==> src/rtl/compressor_sched_if.sv <==
// Signal bundle for compressor_sched: requester handshake and samples, shared LUT ports,
// compressed output stream and the optional peak meter.
interface compressor_sched_if #(
  parameter int NCH = 4,
  parameter int CW  = $clog2(NCH)
);
  logic [NCH-1:0]    req;
  logic [NCH-1:0]    ack;
  logic [NCH*12-1:0] in_l;
  logic [NCH*12-1:0] in_r;
  logic [10:0]       lut_addr_a;
  logic [10:0]       lut_addr_b;
  logic [14:0]       lut_q_a;
  logic [14:0]       lut_q_b;
  logic [15:0]       out_l;
  logic [15:0]       out_r;
  logic [CW-1:0]     out_ch;
  logic              out_valid;
  logic [CW-1:0]     peak_sel;
  logic [14:0]       peak_out;

  modport master (
    output req, in_l, in_r, lut_q_a, lut_q_b, peak_sel,
    input  ack, lut_addr_a, lut_addr_b, out_l, out_r, out_ch, out_valid, peak_out
  );

  modport slave (
    input  req, in_l, in_r, lut_q_a, lut_q_b, peak_sel,
    output ack, lut_addr_a, lut_addr_b, out_l, out_r, out_ch, out_valid, peak_out
  );
endinterface

==> src/rtl/compressor_sched.sv <==
// Round-robin scheduler sharing one dual-port compression LUT between NCH stereo sources.
// Optional per-channel peak meter enabled by defining COMP_PEAK_EN.
module compressor_sched #(
  parameter int NCH       = 4,
  parameter int DECAY_DIV = 4096
) (
  input logic               clk,
  input logic               rst,
  compressor_sched_if.slave bus
);
  localparam int CW = $clog2(NCH);

  logic [11:0]   ch_l [NCH];
  logic [11:0]   ch_r [NCH];
  logic [CW-1:0] ptr;
  logic [CW-1:0] gnt_ch;
  logic [CW-1:0] idx;
  logic          gnt;
  logic [11:0]   sel_l;
  logic [11:0]   sel_r;

  logic          s1_valid;
  logic [CW-1:0] s1_ch;
  logic          s1_sl;
  logic          s1_sr;
  logic          s2_valid;
  logic [CW-1:0] s2_ch;
  logic          s2_sl;
  logic          s2_sr;

  for (genvar i = 0; i < NCH; i++) begin : g_unpack
    assign ch_l[i] = bus.in_l[12*i +: 12];
    assign ch_r[i] = bus.in_r[12*i +: 12];
  end

  // First requester at or after ptr, wrapping; suppressed while reset is held.
  always_comb begin
    gnt    = 1'b0;
    gnt_ch = '0;
    idx    = '0;
    for (int unsigned k = 0; k < NCH; k++) begin
      idx = CW'((32'(ptr) + k) % NCH);
      if (!gnt && bus.req[idx]) begin
        gnt    = 1'b1;
        gnt_ch = idx;
      end
    end
    if (rst) gnt = 1'b0;
  end

  assign bus.ack = gnt ? (NCH'(1) << gnt_ch) : '0;
  assign sel_l   = ch_l[gnt_ch];
  assign sel_r   = ch_r[gnt_ch];

  always_ff @(posedge clk or posedge rst) begin
    if (rst) begin
      ptr            <= '0;
      s1_valid       <= 1'b0;
      s1_ch          <= '0;
      s1_sl          <= 1'b0;
      s1_sr          <= 1'b0;
      s2_valid       <= 1'b0;
      s2_ch          <= '0;
      s2_sl          <= 1'b0;
      s2_sr          <= 1'b0;
      bus.lut_addr_a <= '0;
      bus.lut_addr_b <= '0;
      bus.out_l      <= '0;
      bus.out_r      <= '0;
      bus.out_ch     <= '0;
      bus.out_valid  <= 1'b0;
    end else begin
      s1_valid <= gnt;
      if (gnt) begin
        ptr            <= (gnt_ch == CW'(NCH - 1)) ? '0 : gnt_ch + 1'b1;
        s1_ch          <= gnt_ch;
        s1_sl          <= sel_l[11];
        s1_sr          <= sel_r[11];
        bus.lut_addr_a <= {11{sel_l[11]}} ^ sel_l[10:0];
        bus.lut_addr_b <= {11{sel_r[11]}} ^ sel_r[10:0];
      end
      // Stage 2 waits out the RAM read so sign/channel line up with lut_q.
      s2_valid      <= s1_valid;
      s2_ch         <= s1_ch;
      s2_sl         <= s1_sl;
      s2_sr         <= s1_sr;
      bus.out_valid <= s2_valid;
      if (s2_valid) begin
        bus.out_l  <= {s2_sl, {15{s2_sl}} ^ bus.lut_q_a};
        bus.out_r  <= {s2_sr, {15{s2_sr}} ^ bus.lut_q_b};
        bus.out_ch <= s2_ch;
      end
    end
  end

`ifdef COMP_PEAK_EN
  localparam int DW = (DECAY_DIV > 1) ? $clog2(DECAY_DIV) : 1;

  logic [DW-1:0] dcnt;
  logic          tick;
  logic [14:0]   qa3;
  logic [14:0]   qb3;
  logic [14:0]   qmax;
  logic [14:0]   peak [NCH];

  assign tick = (dcnt == DW'(DECAY_DIV - 1));
  assign qmax = (qa3 > qb3) ? qa3 : qb3;

  always_ff @(posedge clk or posedge rst) begin
    if (rst) begin
      dcnt         <= '0;
      qa3          <= '0;
      qb3          <= '0;
      bus.peak_out <= '0;
      for (int unsigned i = 0; i < NCH; i++) peak[i] <= '0;
    end else begin
      dcnt <= tick ? '0 : dcnt + 1'b1;
      if (s2_valid) begin
        qa3 <= bus.lut_q_a;
        qb3 <= bus.lut_q_b;
      end
      // A channel being updated skips the decay step on the same edge.
      for (int unsigned i = 0; i < NCH; i++) begin
        if (bus.out_valid && bus.out_ch == CW'(i))
          peak[i] <= (qmax > peak[i]) ? qmax : peak[i];
        else if (tick && peak[i] != '0)
          peak[i] <= peak[i] - 1'b1;
      end
      bus.peak_out <= (32'(bus.peak_sel) < NCH) ? peak[bus.peak_sel] : '0;
    end
  end
`else
  localparam int unused_decay_div = DECAY_DIV;
  logic unused_peak_sel;
  assign unused_peak_sel = ^bus.peak_sel;
  assign bus.peak_out    = '0;
`endif
endmodule
==> src/flat_wrapper.sv <==
// flat-port wrapper written by rule: the top's interface ports become plain ports
module compressor_sched_flat 
#(
  parameter int NCH       = 4,
  parameter int DECAY_DIV = 4096
)
  (clk, rst, bus_req, bus_in_l, bus_in_r, bus_lut_q_a, bus_lut_q_b, bus_peak_sel, bus_ack, bus_lut_addr_a, bus_lut_addr_b, bus_out_l, bus_out_r, bus_out_ch, bus_out_valid, bus_peak_out);
  compressor_sched_if #(.NCH(NCH)) bus_i ();
  input logic clk;
  input logic rst;
  input wire logic [$bits(bus_i.req)-1:0] bus_req;
  input wire logic [$bits(bus_i.in_l)-1:0] bus_in_l;
  input wire logic [$bits(bus_i.in_r)-1:0] bus_in_r;
  input wire logic [$bits(bus_i.lut_q_a)-1:0] bus_lut_q_a;
  input wire logic [$bits(bus_i.lut_q_b)-1:0] bus_lut_q_b;
  input wire logic [$bits(bus_i.peak_sel)-1:0] bus_peak_sel;
  output wire logic [$bits(bus_i.ack)-1:0] bus_ack;
  output wire logic [$bits(bus_i.lut_addr_a)-1:0] bus_lut_addr_a;
  output wire logic [$bits(bus_i.lut_addr_b)-1:0] bus_lut_addr_b;
  output wire logic [$bits(bus_i.out_l)-1:0] bus_out_l;
  output wire logic [$bits(bus_i.out_r)-1:0] bus_out_r;
  output wire logic [$bits(bus_i.out_ch)-1:0] bus_out_ch;
  output wire logic [$bits(bus_i.out_valid)-1:0] bus_out_valid;
  output wire logic [$bits(bus_i.peak_out)-1:0] bus_peak_out;
  assign bus_i.req = bus_req;
  assign bus_i.in_l = bus_in_l;
  assign bus_i.in_r = bus_in_r;
  assign bus_i.lut_q_a = bus_lut_q_a;
  assign bus_i.lut_q_b = bus_lut_q_b;
  assign bus_i.peak_sel = bus_peak_sel;
  assign bus_ack = bus_i.ack;
  assign bus_lut_addr_a = bus_i.lut_addr_a;
  assign bus_lut_addr_b = bus_i.lut_addr_b;
  assign bus_out_l = bus_i.out_l;
  assign bus_out_r = bus_i.out_r;
  assign bus_out_ch = bus_i.out_ch;
  assign bus_out_valid = bus_i.out_valid;
  assign bus_peak_out = bus_i.peak_out;
  compressor_sched #(.NCH(NCH), .DECAY_DIV(DECAY_DIV)) u_core (.clk(clk), .rst(rst), .bus(bus_i));
endmodule
==> config.mk <==
export PLATFORM = sky130hd
export DESIGN_NAME = compressor_sched_flat
export DESIGN_NICKNAME = d
export VERILOG_FILES = /design/src/rtl/compressor_sched_if.sv /design/src/rtl/compressor_sched.sv /design/src/flat_wrapper.sv
export SDC_FILE = /design/constraint.sdc
export NUM_CORES = 1
export LEC_CHECK = 0
export ABC_CLOCK_PERIOD_IN_PS = 9080
export CORE_MARGIN = 1.5
export CORE_UTILIZATION = 45
export DETAILED_ROUTE_END_ITERATION = 10
export GPL_ROUTABILITY_DRIVEN = 0
export PLACE_DENSITY = 0.95
export SYNTH_ARGS = -nofsm -noshare
export SYNTH_HDL_FRONTEND = slang
export SYNTH_SLANG_ARGS = --single-unit
==> constraint.sdc <==
create_clock -name clk -period 9.08 [get_ports clk]
set_input_delay 1.816 -clock clk [delete_from_list [all_inputs] [get_ports clk]]
set_output_delay 1.816 -clock clk [all_outputs]
set_load 0.01 [all_outputs]
==> impl_metrics.tcl <==
set metrics [dict create \
    synth_area_leader_cell "dfrtp_1" \
    p_per_area_nw_per_um2 243 \
    wl_mm 13.0 \
    finalSetupViolations 0 \
    pwr-share-seq_pct 33.6 \
    p_switching_mw 0.585 \
    worst-r2r-setup-slack_ns 6.34 \
    grt_pass1_vias 4084 \
    drt_pass1_iterations 4 \
    met3_usage_pct 5.83 \
    hold_end "u_core.s2_valid" \
    wl_per_cell_microns 16.5 \
    fin_tns_setup_ns 0 \
    p_leak_nw 2.59 \
    cts_buffers 9 \
    cts_tree "yes" \
    grt_pass1_wl_mm 19.5 \
    vias 4125 \
    drive_above_1_share_pct 5.78 \
    seq_area_frac_synth_pct 38.6 \
    rsz0062_at_grt "no" \
    vias_per_cell 5.22 \
    async_flop_share_pct 100 \
    post_cts_resized 0 \
    crit_type "in -> out" \
    cp-start-kind "input pin" \
    syn2layout_area_growth_pct 47.3 \
    root_buffer "clkbuf_8" \
    ant_nets 0 \
    max_slew_margin_pct 31.1 \
    finalHoldViolations 0 \
    grt_start_max_net_pins 71 \
    clock.fmax_ghz 0.143 \
    syn_area_per_cell_sq_um 9.17 \
    synth_cell_types 29 \
    r2r_start "u_core.ptr[0]" \
    crit_required_ns 7.26 \
    drc 0 \
    ys_seq_elements 69 \
    track_usage_pct 24.4 \
    clkPwrFrac_pct 18.4 \
    syn-instance-count 488 \
    place_hpwl_mm 9.76 \
    rr_endpoint "u_core.ptr[1]" \
    layout_min_cycle_time_ns 6.97 \
    startpoint "bus_req[2]" \
    swShare_pct 36.5 \
    cts_setup_buffers 0 \
    yosys_warnings 0 \
    cp_max_fo 48 \
    use_met2_pct 46.0 \
    top_usage_layer "met2" \
    hold_buffers 0 \
    layout.nets 791 \
    clockBufferDepth 2 \
    io_buffer_count 192 \
    io_pins 210 \
    intPower_mw 1.02 \
    status "finished clean" \
    p_comb_share_pct 48.0 \
    hold_class "reg -> reg" \
    tightest_slew_ns 1.03 \
    gr-total-overflow 0 \
    clk_pin_slew_ns 0.07 \
    r2r_cells 7 \
    synth_top_area_share_pct 38.6 \
    synthFlopType "dfrtp_1" \
    drv_slew 0 \
    synth_common_cells "74 x a21oi_1, 74 x xnor2_1, 69 x dfrtp_1, 44 x xor2_1" \
    grt_antenna_before_repair 0 \
    drt_iter0_markers 100 \
    cts.sinks 69 \
    synth_edf_count 0 \
    synthesis.area_sq_um 4470 \
    end_kind "output port" \
    die_w_microns 103 \
    max_cap_violations 0 \
    antennaDiodeCount 0 \
    h-tree-depth 3 \
    hold_path_startpoint "u_core.s1_valid" \
    yosys-top-cells-area "dfrtp_1 39%, xnor2_1 14%, xor2_1 8.6%, a21oi_1 8.3%, o211ai_1 5.7%" \
    row_count 36 \
    core_area_sq_um 9730 \
    fin_crit_sh_pct 76.8 \
    finalPower_mw 1.60 \
    hold_depth 0 \
    die_area_sq_um 10600 \
    cp.arrival_ns 5.16 \
    fin_skew_ns 0.00879 \
    die_h_microns 103 \
    use_met1_pct 26.5 \
    insertion_delay_ns 0.34 \
    initial_utilization_pct 46.0 \
    vdd_drop_max_v 0.000121 \
]
worst max-delay path by stage:
stage | endpoint | slack, ns | cells after the start
3_5_place_dp | bus_ack[0] | 2.03 | 7
6_report | bus_ack[0] | 2.11 | 9
2_1_floorplan | bus_ack[0] | 2.99 | 5
5_1_grt | bus_ack[0] | 1.72 | 7
3_3_place_gp | bus_ack[0] | 2.08 | 7
4_1_cts | bus_ack[0] | 2.03 | 7
cells in the final DEF (no fill, tap or decap), drive strengths merged, types with 9 or more instances in the layout:
cell / n
nand3: 22
xnor2: 74
clkdlybuf4s50: 192
nand2: 34
a21oi: 74
dfrtp: 69
nor2: 32
o211ai: 44
conb: 15
clkbuf: 9
xor2: 44
sequential cells by signal, indices dropped and copies added, names as in the netlist, 2 cells and up:
register,cells
u_core.bus.out_l,16
u_core.bus.out_r,16
u_core.bus.lut_addr_a,11
u_core.bus.lut_addr_b,11
u_core.bus.out_ch,2
u_core.ptr,2
u_core.s1_ch,2
u_core.s2_ch,2
worst max-delay path: stages:
cell and delay (ns):
clkdlybuf4s50_1 0.50, nor2b_1 0.22, a211o_1 0.17, buf_4 0.39
and2_2 0.92, inv_1 0.21, ha_1 0.24, and2_1 0.16
clkdlybuf4s50_1 0.49
area by class of cell:
cell class / instances / area (sq um)
clock inverters: 6 / 113
well taps: 133 / 166
inverters: 5 / 18.8
clock buffers: 9 / 124
multi-input cells: 372 / 2490
fillers: 744 / 3140
repair buffers: 196 / 1950
flip-flops and latches: 69 / 1730
power groups by stage:
| stage | Sequential (mW) | Combinational, mW | Clock [mW] |
|---|---|---|---|
| 6_report | 0.540 | 0.770 | 0.295 |
| 5_1_grt | 0.553 | 0.838 | 0.315 |
| 4_1_cts | 0.539 | 0.774 | 0.301 |
| 3_5_place_dp | 0.542 | 0.772 | 0 |
| 3_3_place_gp | 0.531 | 0.743 | 0 |
| 2_1_floorplan | 0.549 | 0.387 | 0 |
per-stage QoR:
stage / utilization (%) / setup WS (ns) / hold slack, ns / std cells / cell area, sq um
floorplan: - / 2.99 / 0.331 / 502 / 4530
global placement: 65.3 / 2.08 / 0.332 / 775 / 6350
detailed placement: 65.3 / 2.03 / 0.336 / 775 / 6350
CTS: 67.7 / 2.03 / 0.352 / 790 / 6590
global route: 67.7 / 1.72 / 0.362 / 790 / 6590
finish: 67.7 / 2.11 / 0.353 / 790 / 6590
routing by layer:
metal | vias up | part of all wire, %
met3 | 15 | 7.6
met4 | 0 | 1.6
met2 | 198 | 52
met1 | 1964 | 39
li1 | 1948 | -
met5 | - | 0
kinds of logic after synthesis:
logic type               share of synthesized area, %
AO/OA/AOI/OAI                                    18.3
XOR/XNOR                                         23.1
adder cells (fa/ha/maj)                          1.12
buffers and inverters                            7.13
flip-flops                                       38.6
multiplexers                                     1.90
other                                          0.0838
AND/OR/NAND/NOR                                  9.73
Power figures use the tool's default switching activity.
